$ cat config.mk
export PLATFORM = sky130hd
export DESIGN_NAME = lanceur_de_multi
export DESIGN_NICKNAME = d
export VERILOG_FILES = /design/src/rtl/lanceur_de_multi.sv
export SDC_FILE = /design/constraint.sdc
export NUM_CORES = 1
export LEC_CHECK = 0
export ABC_AREA = 1
export ABC_CLOCK_PERIOD_IN_PS = 3420
export BUFFER_PORTS_ARGS = -buffer_cell sky130_fd_sc_hd__clkbuf_2
export CAP_MARGIN = 20
export CORE_MARGIN = 3
export CORE_UTILIZATION = 40
export CTS_BUF_LIST = sky130_fd_sc_hd__clkbuf_4
export DETAILED_ROUTE_END_ITERATION = 7
export GPL_ROUTABILITY_DRIVEN = 0
export SYNTH_ARGS = -nofsm -noshare
export SYNTH_HDL_FRONTEND = slang
export SYNTH_SLANG_ARGS = --single-unit
$ cat constraint.sdc
create_clock -name ClkIn -period 3.42 [get_ports ClkIn]
set_input_delay 0.513 -clock ClkIn [delete_from_list [all_inputs] [get_ports ClkIn]]
set_output_delay 0.513 -clock ClkIn [all_outputs]
set_load 0.005 [all_outputs]
$ cat src/rtl/lanceur_de_multi.sv
// Multi-dice roller: N_DICE free-running odometer dice, sampled after a fixed
// roll animation; reports per-die results, sum, max and a completed-roll count.
module lanceur_de_multi #(
    parameter int unsigned N_DICE      = 2,
    parameter int unsigned VAL_W       = 7,
    parameter int unsigned SUM_W       = 10,
    parameter int unsigned ROLL_CYCLES = 16,
    parameter int unsigned CNT_W       = 8
) (
    input  logic                      ClkIn,
    input  logic                      Rst,
    input  logic                      BLancer,
    input  logic [VAL_W-1:0]          Faces,
    output logic                      Busy,
    output logic                      Rolling,
    output logic [N_DICE*VAL_W-1:0]   Live,
    output logic [N_DICE*VAL_W-1:0]   Results,
    output logic [SUM_W-1:0]          Sum,
    output logic [VAL_W-1:0]          Max,
    output logic                      Valid,
    output logic [CNT_W-1:0]          RollCount
);

    localparam int unsigned TMR_W = (ROLL_CYCLES > 1) ? $clog2(ROLL_CYCLES) : 1;
    localparam int unsigned DIE_W = N_DICE * VAL_W;

    typedef enum logic [1:0] {IDLE, ROLL, DONE} state_t;

    state_t             state_q;
    logic [TMR_W-1:0]   tmr_q;
    logic [VAL_W-1:0]   faces_l_q;
    logic [DIE_W-1:0]   odo_q, odo_d;
    logic [DIE_W-1:0]   results_q;
    logic [SUM_W-1:0]   sum_q, sum_c;
    logic [VAL_W-1:0]   max_q, max_c;
    logic [VAL_W-1:0]   faces_c;
    logic [CNT_W-1:0]   cnt_q;
    logic               busy_q, rolling_q, valid_q;
    logic               s1_q, s2_q, s3_q;
    logic               press_c;

    // Clamp the requested face count into 2..100.
    always_comb begin
        faces_c = Faces;
        if (Faces < VAL_W'(2)) begin
            faces_c = VAL_W'(2);
        end else if (Faces > VAL_W'(100)) begin
            faces_c = VAL_W'(100);
        end
    end

    // Odometer: die i advances only while every lower die sits at FacesL.
    always_comb begin : odo_next
        logic adv;
        odo_d = odo_q;
        adv   = 1'b1;
        for (int i = 0; i < int'(N_DICE); i++) begin
            if (odo_q[i*VAL_W +: VAL_W] > faces_l_q) begin
                odo_d[i*VAL_W +: VAL_W] = VAL_W'(1);
            end else if (adv) begin
                odo_d[i*VAL_W +: VAL_W] = (odo_q[i*VAL_W +: VAL_W] == faces_l_q)
                                          ? VAL_W'(1)
                                          : odo_q[i*VAL_W +: VAL_W] + VAL_W'(1);
            end
            adv = adv & (odo_q[i*VAL_W +: VAL_W] == faces_l_q);
        end
    end

    always_comb begin
        sum_c = '0;
        max_c = '0;
        for (int i = 0; i < int'(N_DICE); i++) begin
            sum_c = sum_c + SUM_W'(odo_q[i*VAL_W +: VAL_W]);
            if (odo_q[i*VAL_W +: VAL_W] > max_c) begin
                max_c = odo_q[i*VAL_W +: VAL_W];
            end
        end
    end

    assign press_c = s2_q & ~s3_q;

    always_ff @(posedge ClkIn or posedge Rst) begin
        if (Rst) begin
            state_q   <= IDLE;
            tmr_q     <= '0;
            faces_l_q <= VAL_W'(2);
            odo_q     <= {N_DICE{VAL_W'(1)}};
            results_q <= '0;
            sum_q     <= '0;
            max_q     <= '0;
            cnt_q     <= '0;
            busy_q    <= 1'b0;
            rolling_q <= 1'b0;
            valid_q   <= 1'b0;
            s1_q      <= 1'b0;
            s2_q      <= 1'b0;
            s3_q      <= 1'b0;
        end else begin
            s1_q    <= BLancer;
            s2_q    <= s1_q;
            s3_q    <= s2_q;
            odo_q   <= odo_d;
            valid_q <= 1'b0;
            case (state_q)
                IDLE: begin
                    faces_l_q <= faces_c;
                    if (press_c) begin
                        state_q   <= ROLL;
                        tmr_q     <= TMR_W'(ROLL_CYCLES - 1);
                        busy_q    <= 1'b1;
                        rolling_q <= 1'b1;
                    end
                end
                ROLL: begin
                    if (tmr_q == '0) begin
                        results_q <= odo_q;
                        sum_q     <= sum_c;
                        max_q     <= max_c;
                        valid_q   <= 1'b1;
                        rolling_q <= 1'b0;
                        state_q   <= DONE;
                    end else begin
                        tmr_q <= tmr_q - TMR_W'(1);
                    end
                end
                DONE: begin
                    cnt_q   <= cnt_q + CNT_W'(1);
                    busy_q  <= 1'b0;
                    state_q <= IDLE;
                end
                default: begin
                    state_q   <= IDLE;
                    busy_q    <= 1'b0;
                    rolling_q <= 1'b0;
                end
            endcase
        end
    end

    assign Busy      = busy_q;
    assign Rolling   = rolling_q;
    assign Live      = odo_q;
    assign Results   = results_q;
    assign Sum       = sum_q;
    assign Max       = max_q;
    assign Valid     = valid_q;
    assign RollCount = cnt_q;

endmodule

==> reports/metrics.csv, run 1 <==
stage,metric,value,unit
synth,yosysUniqueCellTypes,30,
die,fp.dieArea,10900,um^2
drt,dr_total_vias,3174,
die,die_height,104,um
timing,finalSetupViolCount,0,
synth,synth_adder_area_share,11.2,%
clocking,htree_levels,3,
setup_path,end_kind,flip-flop,
timing,rsz0062_at_grt,false,
finish,layout.nets,570,
timing,clock.fmax,473,MHz
drt,avgViaCountPerCell,4.81,
finish,instances_no_fill,660,
setup_path,cp_cell_sequence,"inv_1, ha_1, nand3_1, nand2_1, inv_1, ha_1, nand4_2, nand2_2, nand2_1, nand3_1, nand2_1",
placement,dpl.hpwl,6500,um
timing,fin_crit,2.11,ns
die,io_pins,66,
global_routing,overflow,0,
pwr,irDropWorstVdd,0.288,mV
pwr,power_leakage,2.37,nW
die,start_util,41.5,%
run_status,status,"complete, no violations",
clocking,hold_buffers,0,
synth,synth_area,3870,um^2
setup_path,slowest_delay,0.47,ns
setup_path,critical_path_peak_fanout,7,
global_routing,grt_pass1_wl,15000,um
placement,port_buffers,63,
setup_path,ff2ff_setup_slack,1.31,ns
setup_path,required,3.73,ns
timing,tightest_slew,0.861,ns
synth,synth_mux_area_share,0,%
global_routing,grt_antenna_before_repair,0,
drt,post_drt_wl_per_cell,13.2,um
drt,routed_wl,8740,um
timing,fin_ws,1.31,ns
synth,synth_compound_area_share,7.70,%
pwr,p_per_area,705,nW/um^2
die,rows,35,
synth,ys_seq_area_share,45.4,%
clocking,post_cts_buffers,0,
job,cap_viol_max_count,0,
clocking,cts_made_buffers,9,
synth,synth_simple_gate_area_share,25.0,%
synth,syn_avg_cell_area,8.41,um^2
synth,synth_top_family_by_area,simple AND/OR/NAND/NOR gates,
placement,placedCellCount,644,
finish,drive_above_1_share,19.2,%
min_path,hold_path.class,in -> reg,
die,core,9330,um^2
timing,fin_setup_tns,0,ns
timing,fin_worst_skew,0.0119,ns
synth,netlist_instances,460,
min_path,holdPathStages,1,
die,die_w,104,um
clocking,cts.sinks,70,
setup_path,r2r_cells,11,
synth,synth-seq-cells,70,
clocking,post_cts_resized,0,
global_routing,grt_max_degree,71,
setup_path,cp_data_arrival_time,2.42,ns
global_routing,track_usage,16.9,%
timing,maxSlewViolCount,0,
clocking,worst_setup_hold_path_clk_slew,0.12,ns
timing,period_share,61.8,%
global_routing,grt_pass1_vias,3097,
clocking,cts_tree,built,
drt,drc,0,
finish,diodes,0,
setup_path,crit_top_cell,nand2_1,
drt,ant_nets,0,
timing,max-slew-margin-rel,42.6,%
setup_path,slowest_stage,dfrtp_1,
placement,pre_cts_ws,1.32,ns
finish,area_delta_synth_final,13.5,%
setup_path,path_class,reg -> reg,
clocking,clockBufferDepth,2,
drt,first_pass_iters,4,
clocking,clk_latency,0.42,ns
pwr,power,3.10,mW
setup_path,cp-start-kind,flip-flop,
synth,synthXorXnorAreaFrac,3.17,%
timing,finalHoldViolCount,0,
synth,yosysWarningCount,0,
drt,dr.first_iter.drc_count,202,
clocking,root_buffer,clkbuf_4,
finish,utilization,47.1,%
## area by class of cell
class	count	area [um^2]
fillers	932	4940
multi-input cells	325	1830
flip-flops and latches	70	1760
repair buffers	64	323
inverters	56	210
well taps	129	161
clock buffers	10	75.1
clock inverters	6	38.8
## layout by cell type, fill, tap and decap left out, drive strengths merged, types with 2 or more instances in the layout
master	instances
o21ai	36
dfrtp	67
nand3b	2
a31oi	2
xnor2	4
nor3	8
clkinv	5
nor2	32
ha	33
a21oi	15
xor2	10
nand2	126
clkbuf	73
inv	56
nand3	46
nand4	6
dfstp	3
conb	2
## metal layers
layer	part of all wire [%]	up-vias	track usage (%)
met4	1.3	0	4.75
met2	48	67	28.2
met1	46	1477	21.8
li1	-	1621	-
met3	4.8	9	4.16
met5	0	-	0
## registers in the layout, summed over array words and instances, names as in the netlist
signal / flops
RollCount: 8
Sum: 8
Max: 7
tmr_q: 4
Rolling: 1
s3_q: 1
Busy: 1
Valid: 1
Live: 14
s2_q: 1
faces_l_q: 7
Results: 14
state_q: 2
s1_q: 1
## where the power goes
part | internal (mW) | switching [mW] | leakage (nW)
combinational | 0.521 | 0.861 | 1.40
clock | 0.155 | 0.303 | 0.0638
sequential | 1.06 | 0.198 | 0.912
## per-stage QoR
step,hold WS [ns],cell area (um^2)
3_3_place_gp,0.337,4280
6_report,0.190,4390
2_1_floorplan,0.331,3870
3_5_place_dp,0.339,4280
5_1_grt,0.155,4390
4_1_cts,0.160,4390
## critical path: cells and delay by family (launching register included)
family / cells / cell delay (ns)
flops: 1 / 0.47
simple gates: 7 / 0.79
buf+inv: 2 / 0.28
fa+ha+maj: 2 / 0.49
## logic make-up (layout without fill, tap and decap cells)
logic type,after synthesis,in the layout
AND/OR/NAND/NOR,221,221
flip-flops,70,70
buffers and inverters,66,136
AO/OA/AOI/OAI,54,54
adder cells (fa/ha/maj),34,34
XOR/XNOR,14,14
other,1,2
## cells in the mapped netlist, drive strengths merged
master	instances	area [um^2]
dfstp	3	78.8
o21a	1	7.51
conb	1	3.75
fa	1	20.0
nand2	126	480
nor3b	1	12.5
clkbuf	1	3.75
inv	56	210
nand3b	2	15.0
xor2	10	87.6
buf	9	75.1
a21oi	15	75.1
ha	33	413
nand4	6	43.8
xnor2	4	35.0
nand3	46	230
dfrtp	67	1680
o21ai	36	203
nor2	32	145
a31oi	2	12.5
nor3	8	40.0
## path summary, 6_finish.rpt
kind / startpoint / endpoint
max in group asynchronous: Rst / faces_l_q[5]
setup / recovery: Live[1] / Max[1]
hold reg to reg: s1_q / s2_q
hold / removal: BLancer / s1_q
setup reg to reg: Live[1] / Max[1]
min in group asynchronous: Rst / Results[9]
(Power assumes the default switching activity.)
==> run 2, diff against run 1 <==
- ABC_CLOCK_PERIOD_IN_PS: 3420 -> 1800
- clock period: 3.42 -> 1.8 ns (I/O delays scaled with it)
==> reports/metrics.csv, run 2 (synthesis results as in run 1) <==
stage,metric,value,unit
global_routing,grt_antenna_before_repair,0,
finish,utilization,53.4,%
die,die_height,104,um
finish,final_common_cell,nand2_1,
run_status,violations,setup timing,
timing,rsz0062_at_grt,true,
timing,fin_setup_tns,-0.00747,ns
finish,diodes,0,
timing,fin_ws,-0.00747,ns
setup_path,cp_cell_sequence,"inv_2, ha_4, nand3_4, nand2_4, inv_2, ha_4, inv_2, nand3_2, nand2_2, nand2_4, nand2_4, nand2_4, nand2_1, nand3_1, nand2_1",
timing,maxSlewViolCount,0,
timing,max-slew-margin-rel,57.8,%
clocking,cts.sinks,70,
timing,tightest_slew,0.631,ns
placement,placedCellCount,682,
pwr,netSwitchingFraction,42.6,%
die,start_util,41.5,%
drt,avgViaCountPerCell,4.78,
global_routing,grt_pass1_vias,3271,
drt,post_drt_wl_per_cell,13.9,um
pwr,p_comb_share,52.8,%
global_routing,overflow,0,
die,rows,35,
drt,routed_wl,9750,um
timing,period_share,100,%
drt,first_pass_iters,5,
finish,final_cell_mix,"114 x nand2_1, 64 x dfrtp_1, 63 x clkbuf_2",
setup_path,cp_data_arrival_time,2.10,ns
timing,finalHoldViolCount,0,
global_routing,grt_max_degree,37,
min_path,min_from,Faces[4],
drt,dr.first_iter.drc_count,143,
setup_path,end_kind,flip-flop,
timing,finalSetupViolCount,1,
pwr,internal-power,4.01,mW
finish,fillers,873,
finish,drive_above_1_share,31.0,%
pwr,p_per_area,1400,nW/um^2
timing,clock.fmax,553,MHz
die,die_w,104,um
setup_path,worstReg2RegEnd,Max[3],
setup_path,ff2ff_setup_slack,-0.007,ns
job,cap_viol_max_count,0,
finish,area_delta_synth_final,28.8,%
setup_path,slowest_stage,dfstp_2,
setup_path,r2r_cells,15,
setup_path,crit_top_cell,nand2_4,
drt,ant_nets,0,
die,core,9330,um^2
timing,whs,0.127,ns
die,io_pins,66,
clocking,worst_setup_hold_path_clk_slew,0.11,ns
placement,pre_cts_ws,-0.132,ns
pwr,irDropWorstVdd,0.587,mV
global_routing,grt_pass1_wl,16000,um
setup_path,required,2.09,ns
die,fp.dieArea,10900,um^2
clocking,htree_levels,3,
timing,fin_worst_skew,0.00844,ns
placement,dpl.hpwl,7420,um
setup_path,slowest_delay,0.58,ns
finish,layout.nets,613,
clocking,cts_tree,built,
drt,dr_total_vias,3361,
pwr,clkPwrFrac,14.5,%
clocking,clockBufferDepth,2,
clocking,cts_made_buffers,9,
pwr,power_leakage,2.63,nW
run_status,status,"finished, violations left",
global_routing,track_usage,18.2,%
placement,port_buffers,63,
pwr,power,6.99,mW
setup_path,critPathLaunch,Live[0],
finish,instances_no_fill,703,
setup_path,critical_path_peak_fanout,6,
pwr,sequentialPowerShare,32.8,%
setup_path,crit_path_end,Max[3],
setup_path,cp-start-kind,flip-flop,
finish,postLayoutCellArea,4980,um^2
timing,fin_crit,1.81,ns
setup_path,cp_top_family,simple AND/OR/NAND/NOR gates,
setup_path,path_class,reg -> reg,
clocking,clk_latency,0.39,ns
placement,placed_area,4590,um^2
pwr,switchingPower,2.98,mW
setup_path,crit_cells,15,
setup_path,r2r-start,Live[0],
drt,drc,0,
min_path,hold_path.class,in -> reg,
clocking,root_buffer,clkbuf_4,
setup_path,crit_buf_inv,3,
-- run 2: changes by cell type in the layout (fill, tap and decap cells not counted), sizes merged --
cell and change:
buf +40, clkinv -3, clkbuf +2, dlygate4sd3 +2, bufinv +1, clkinvlp +1
inv -1, nand2 +1
-- run 2: power by group through the flow --
stage,clock [mW],combinational (mW),sequential (mW)
2_1_floorplan,0,1.87,2.36
3_3_place_gp,0,3.01,2.30
3_5_place_dp,0,3.11,2.32
4_1_cts,1.04,3.35,2.28
5_1_grt,1.11,4.15,2.35
6_report,1.01,3.69,2.29
-- run 2: worst min-delay path: stages --
cell and delay [ns]:
clkbuf_2 0.09, nand3_1 0.06, o21ai_0 0.07
-- run 2: routing by layer --
layer	part of all wire [%]	global-route usage [%]	wire (um)	up-vias
met3	4.3	3.60	417	16
met4	2.0	6.17	195	0
li1	-	-	-	1703
met5	0	0	0	-
met1	43	22.4	4200	1552
met2	51	31.7	4930	90
-- run 2: what timing repair did --
| action | CTS | global route |
|---|---|---|
| gates cloned | 1 | 0 |
| pin swaps | 3 | 13 |
| buffers inserted | 2 | 0 |
| hold buffers | 2 | 0 |
| hold endpoints to repair | 24 | 0 |
| endpoints found under the setup margin | 13 | 22 |
| resized for setup | 13 | 30 |
-- run 2: how the worst min path moves through the flow --
stage,end,cells past startpoint
global placement,s2_q,0
finish,faces_l_q[4],3
floorplan,s1_q,0
CTS,faces_l_q[4],3
global route,faces_l_q[4],3
detailed placement,s2_q,0
-- run 2: final cells by class --
cell class                      count  area, um^2  area share (%)
Tap cell                          129         161            3.24
Timing Repair Buffer              106         668            13.4
Sequential cell                    70        1760            35.3
Inverter                           56         214            4.29
Clock buffer                       12        90.1            1.81
Multi-Input combinational cell    326        2040            41.0
Clock inverter                      4        47.5           0.954
